$ cat config.mk
export PLATFORM = sky130hd
export DESIGN_NAME = csa_stream_acc_flat
export DESIGN_NICKNAME = d
export VERILOG_FILES = /design/src/rtl/csa_stream_acc_if.sv /design/src/rtl/csa_stream_acc.sv /design/src/flat_wrapper.sv
export SDC_FILE = /design/constraint.sdc
export NUM_CORES = 1
export LEC_CHECK = 0
export ABC_AREA = 1
export CORE_ASPECT_RATIO = 1.2
export CORE_MARGIN = 2
export CORE_UTILIZATION = 38
export DETAILED_ROUTE_END_ITERATION = 10
export GPL_TIMING_DRIVEN = 0
export SLEW_MARGIN = 10
export SYNTH_ARGS = -nofsm -noshare
export SYNTH_HDL_FRONTEND = slang
export SYNTH_SLANG_ARGS = --single-unit
$ cat constraint.sdc
create_clock -name clk -period 4.26 [get_ports clk]
set_input_delay 0.426 -clock clk [delete_from_list [all_inputs] [get_ports clk]]
set_output_delay 0.426 -clock clk [all_outputs]
set_load 0.01 [all_outputs]
$ cat src/rtl/csa_stream_acc_if.sv
// Beat-in / result-out handshake bundle for csa_stream_acc.
// out_count exists only when CSA_ACC_CNT_EN is defined.
interface csa_stream_acc_if #(
    parameter int IN_W  = 5,
    parameter int ACC_W = 10,
    parameter int CNT_W = 8
);
    logic             in_valid;
    logic             in_ready;
    logic [IN_W-1:0]  in_e;
    logic [IN_W-1:0]  in_f;
    logic             in_last;
    logic             out_valid;
    logic             out_ready;
    logic [ACC_W-1:0] out_data;
`ifdef CSA_ACC_CNT_EN
    logic [CNT_W-1:0] out_count;
`endif

    // Upstream producer and downstream consumer seen from the bench side
    modport master (
        output in_valid, in_e, in_f, in_last, out_ready,
        input  in_ready, out_valid, out_data
`ifdef CSA_ACC_CNT_EN
        , out_count
`endif
    );

    modport slave (
        input  in_valid, in_e, in_f, in_last, out_ready,
        output in_ready, out_valid, out_data
`ifdef CSA_ACC_CNT_EN
        , out_count
`endif
    );
endinterface

$ cat src/rtl/csa_stream_acc.sv
// Packet accumulator over carry-save beats (e + 2f): per-beat 4:2 compression into S/C, one CPA on the last beat.
// Result held under valid/ready; macro CSA_ACC_CNT_EN adds the saturating out_count beat counter.
module csa_stream_acc #(
    parameter int IN_W  = 5,
    parameter int ACC_W = 10,
    parameter int CNT_W = 8
) (
    input  logic              clk,
    input  logic              reset_n,
    csa_stream_acc_if.slave   bus
);
    typedef enum logic [1:0] {ACCUM, RESOLVE, HOLD} state_t;

    state_t           state_q, state_d;
    logic [ACC_W-1:0] s_q, s_d;
    logic [ACC_W-1:0] c_q, c_d;
    logic [ACC_W-1:0] out_data_q, out_data_d;

    logic [ACC_W-1:0] op_e, op_f;
    logic [ACC_W-1:0] l1_s, l1_c, l2_s, l2_c;

    assign op_e = ACC_W'(bus.in_e);
    assign op_f = ACC_W'(bus.in_f) << 1;

    // Carries are shifted to final weight at each level; the dropped MSB is the mod 2^ACC_W wrap
    assign l1_s = s_q ^ c_q ^ op_e;
    assign l1_c = ((s_q & c_q) | (s_q & op_e) | (c_q & op_e)) << 1;
    assign l2_s = l1_s ^ l1_c ^ op_f;
    assign l2_c = ((l1_s & l1_c) | (l1_s & op_f) | (l1_c & op_f)) << 1;

`ifdef CSA_ACC_CNT_EN
    logic [CNT_W-1:0] cnt_q, cnt_d;
    logic [CNT_W-1:0] out_cnt_q, out_cnt_d;
    logic [CNT_W-1:0] cnt_inc;

    assign cnt_inc       = (cnt_q == {CNT_W{1'b1}}) ? cnt_q : cnt_q + CNT_W'(1);
    assign bus.out_count = out_cnt_q;
`endif

    assign bus.out_data = out_data_q;

    always_comb begin
        state_d       = state_q;
        s_d           = s_q;
        c_d           = c_q;
        out_data_d    = out_data_q;
        bus.in_ready  = 1'b0;
        bus.out_valid = 1'b0;
`ifdef CSA_ACC_CNT_EN
        cnt_d         = cnt_q;
        out_cnt_d     = out_cnt_q;
`endif
        case (state_q)
            ACCUM: begin
                bus.in_ready = 1'b1;
                if (bus.in_valid) begin
                    s_d = l2_s;
                    c_d = l2_c;
`ifdef CSA_ACC_CNT_EN
                    cnt_d = cnt_inc;
`endif
                    if (bus.in_last) begin
                        state_d = RESOLVE;
                    end
                end
            end
            RESOLVE: begin
                out_data_d = s_q + c_q;
`ifdef CSA_ACC_CNT_EN
                out_cnt_d  = cnt_q;
`endif
                state_d    = HOLD;
            end
            HOLD: begin
                bus.out_valid = 1'b1;
                if (bus.out_ready) begin
                    s_d     = '0;
                    c_d     = '0;
`ifdef CSA_ACC_CNT_EN
                    cnt_d   = '0;
`endif
                    state_d = ACCUM;
                end
            end
            default: begin
                state_d = ACCUM;
            end
        endcase
    end

    always_ff @(posedge clk) begin
        if (!reset_n) begin
            state_q    <= ACCUM;
            s_q        <= '0;
            c_q        <= '0;
            out_data_q <= '0;
`ifdef CSA_ACC_CNT_EN
            cnt_q      <= '0;
            out_cnt_q  <= '0;
`endif
        end else begin
            state_q    <= state_d;
            s_q        <= s_d;
            c_q        <= c_d;
            out_data_q <= out_data_d;
`ifdef CSA_ACC_CNT_EN
            cnt_q      <= cnt_d;
            out_cnt_q  <= out_cnt_d;
`endif
        end
    end
endmodule

$ cat src/flat_wrapper.sv
// flat-port wrapper written by rule: the top's interface ports become plain ports
module csa_stream_acc_flat 
#(
    parameter int IN_W  = 5,
    parameter int ACC_W = 10,
    parameter int CNT_W = 8
)
  (clk, reset_n, bus_in_valid, bus_in_e, bus_in_f, bus_in_last, bus_out_ready, bus_in_ready, bus_out_valid, bus_out_data);
  csa_stream_acc_if #(.IN_W(IN_W), .ACC_W(ACC_W), .CNT_W(CNT_W)) bus_i ();
  input  logic clk;
  input  logic reset_n;
  input wire logic [$bits(bus_i.in_valid)-1:0] bus_in_valid;
  input wire logic [$bits(bus_i.in_e)-1:0] bus_in_e;
  input wire logic [$bits(bus_i.in_f)-1:0] bus_in_f;
  input wire logic [$bits(bus_i.in_last)-1:0] bus_in_last;
  input wire logic [$bits(bus_i.out_ready)-1:0] bus_out_ready;
  output wire logic [$bits(bus_i.in_ready)-1:0] bus_in_ready;
  output wire logic [$bits(bus_i.out_valid)-1:0] bus_out_valid;
  output wire logic [$bits(bus_i.out_data)-1:0] bus_out_data;
  assign bus_i.in_valid = bus_in_valid;
  assign bus_i.in_e = bus_in_e;
  assign bus_i.in_f = bus_in_f;
  assign bus_i.in_last = bus_in_last;
  assign bus_i.out_ready = bus_out_ready;
  assign bus_in_ready = bus_i.in_ready;
  assign bus_out_valid = bus_i.out_valid;
  assign bus_out_data = bus_i.out_data;
  csa_stream_acc #(.IN_W(IN_W), .ACC_W(ACC_W), .CNT_W(CNT_W)) u_core (.clk(clk), .reset_n(reset_n), .bus(bus_i));
endmodule
==> impl_metrics.ini <==
[grt]
grt_max_degree = 11
grt_pass1_vias = 1551
grt_use_total_pct = 16.8
overflow = 0
antenna_found_initial = 0
grt_pass1_wl_um = 6730

[placed_design]
hpwl_um = 2870
gp_congestion = 0.827
placement.io_buffers = 25

[clock_network]
cts.hold.buffers_added = 0
post_cts_resized = 0
cts_buffers = 5
clock_path_buffers = 2
clock_latency_ns = 0.27
cts_sinks = 30
cts-root-buf = clkbuf_8
htreeDepth = 2
path_clk_slew_ns = 0.07
cts_tree = yes
cts_setup_buffers = 0

[job]
cap_violations = 0

[setup_path]
critPathTopFamily = adder cells
crit_fanout = 1
worstPathRequired_ns = 4.47
path_buf_inv = 3
cp_slowest_cell = fa_1
end_kind = flop
arrival_ns = 2.21
path_class = input port to flop
setup.worst_path.start_class = input port
slowest_delay_ns = 0.55
path_cells = clkdlybuf4s50_1, inv_1, fa_1, fa_1, o22ai_1, inv_1, nor2_1

[timing]
setup-tns-final_ns = 0
hold_viol = 0
slew_headroom_pct = 62.9
post-route-min-period_ns = 1.99
period_share_pct = 46.8
setup_violations = 0
slew_violations = 0
finClkSkew_ns = 0.00581
rsz0062_at_grt = no
tightest_slew_ns = 0.556
fmax_mhz = 502

[layout]
final_util_pct = 48.3
mostFrequentLayoutCells = 50 x nand2_1, 42 x inv_1, 30 x dfxtp_1, 25 x clkdlybuf4s50_1, 24 x nor2_1
drive_gt1_share_pct = 7.14
layout_commonest_cell = nand2_1
area_growth_pct = 23.4
n_antenna_cell = 0
num-nets-final = 303
fill_cells = 481

[detailed_routing]
highest_layer = met4
wl_per_cell_um = 11.8
drtIter0Drc = 81
drtPass1Iterations = 4
wl_met2_um = 1940
avgViaCountPerCell = 4.67
detail-route-antenna-nets = 0
drc = 0
wl_met3_um = 121
routed-via-count = 1513
routed_wl_um = 3820
m1WireLength_um = 1690

[min_path]
hp-class = flop to flop

[power_and_ir_drop]
irDropWorstVdd_mv = 0.128
powerDensity_nw_per_um2 = 321
p_leak_nw = 0.967

[synth]
avgSynthCellArea_um2 = 7.60
seq_area_frac_synth_pct = 33.9
yosysTopAreaCellShare_pct = 33.9
ys.warnings.count = 0
yosysTopAreaCell = dfxtp_1
ys_types = 26
synth_area_um2 = 1770
synthCells = 233
synth_seq_cells = 30
syn_nets = 271
ys_top_cells_by_area = dfxtp_1 34%, fa_1 11%, nand2_1 11%

[floorplan]
die_x_um = 66.3
fp.dieH_um = 78.8
core_area_um2 = 4530
row_count = 27
design.die.area_um2 = 5220
start_util_pct = 39.1
io_pins = 27

[status]
status = complete, no violations
[kinds of logic (layout without fill, tap and decap cells)]
group,count (synthesis),after routing,share of synthesized area (%)
fa+ha+maj,23,23,20.5
simple gates,91,91,21.0
compound gates,35,35,10.8
xor+xnor,4,4,1.98
buf+inv,50,83,11.8
flops,30,30,33.9
[state kept, by name (all words and copies together), names as in the netlist]
signal,flops
u_core.bus.out_data,10
u_core.s_q,10
u_core.c_q,8
u_core.state_q,2
[cell usage after synthesis, drive strengths merged]
| cell | instances |
|---|---|
| a21oi | 18 |
| buf | 4 |
| clkbuf | 2 |
| clkinv | 1 |
| dfxtp | 30 |
| fa | 10 |
| ha | 13 |
| inv | 43 |
| nand2 | 52 |
| nand3 | 10 |
| nand4 | 1 |
| nor2 | 26 |
| o211ai | 1 |
| o21a | 1 |
| o21ai | 9 |
| o22ai | 6 |
| or2 | 2 |
| xnor2 | 3 |
| xor2 | 1 |
[worst reg2reg max path, cell delays in order (launching register included)]
cell	delay, ns
dfxtp_1	0.37
inv_1	0.07
fa_1	0.53
fa_1	0.42
o22ai_1	0.17
inv_1	0.05
nor2_1	0.07
[layout make-up]
cell class / instances / area (µm²) / area share (%)
multi-input combinational: 153 / 961 / 44.0
buffer: 6 / 42.5 / 1.95
inverter: 44 / 166 / 7.62
timing repair buffer: 25 / 250 / 11.5
clock buffer: 7 / 86.3 / 3.95
tap: 58 / 72.6 / 3.32
clock inverter: 1 / 5.00 / 0.229
sequential: 30 / 601 / 27.5
[worst paths after layout]
| kind | endpoint | start | cells after the start | slack, ns |
|---|---|---|---|---|
| worst max register to register | u_core.s_q[3] | u_core.c_q[3] | 6 | 2.51 |
| worst min-delay path | u_core.s_q[5] | u_core.s_q[5] | 2 | 0.47 |
| worst max-delay path | u_core.s_q[3] | bus_in_e[3] | 7 | 2.27 |
| worst min register to register | u_core.s_q[5] | u_core.s_q[5] | 2 | 0.47 |
[power breakdown]
part	total (mW)	leakage, nW	switching [mW]	internal [mW]
combinational	0.158	0.675	0.0850	0.0729
sequential	0.311	0.244	0.0125	0.298
clock	0.233	0.0482	0.103	0.130
total	0.702	0.967	0.200	0.501
[metrics by stage]
step           instance area [µm²]  total power [mW]  cells  setup slack (ns)  hold WS [ns]
2_1_floorplan                 1770             0.420    233              2.51         0.447
3_3_place_gp                  2090             0.475    316              1.99         0.458
3_5_place_dp                  2090             0.477    316              1.97         0.461
4_1_cts                       2180             0.713    324              2.26         0.468
5_1_grt                       2180             0.749    324              2.18         0.488
6_report                      2180             0.702    324              2.27         0.467
[per-layer routing]
metal  track usage [%]  vias to the layer above
met1              19.0                      702
met2              30.4                       24
met4              5.71                        0
li1                  -                      781
met3              3.82                        6
met5                 0                        -
(Power assumes the default switching activity.)
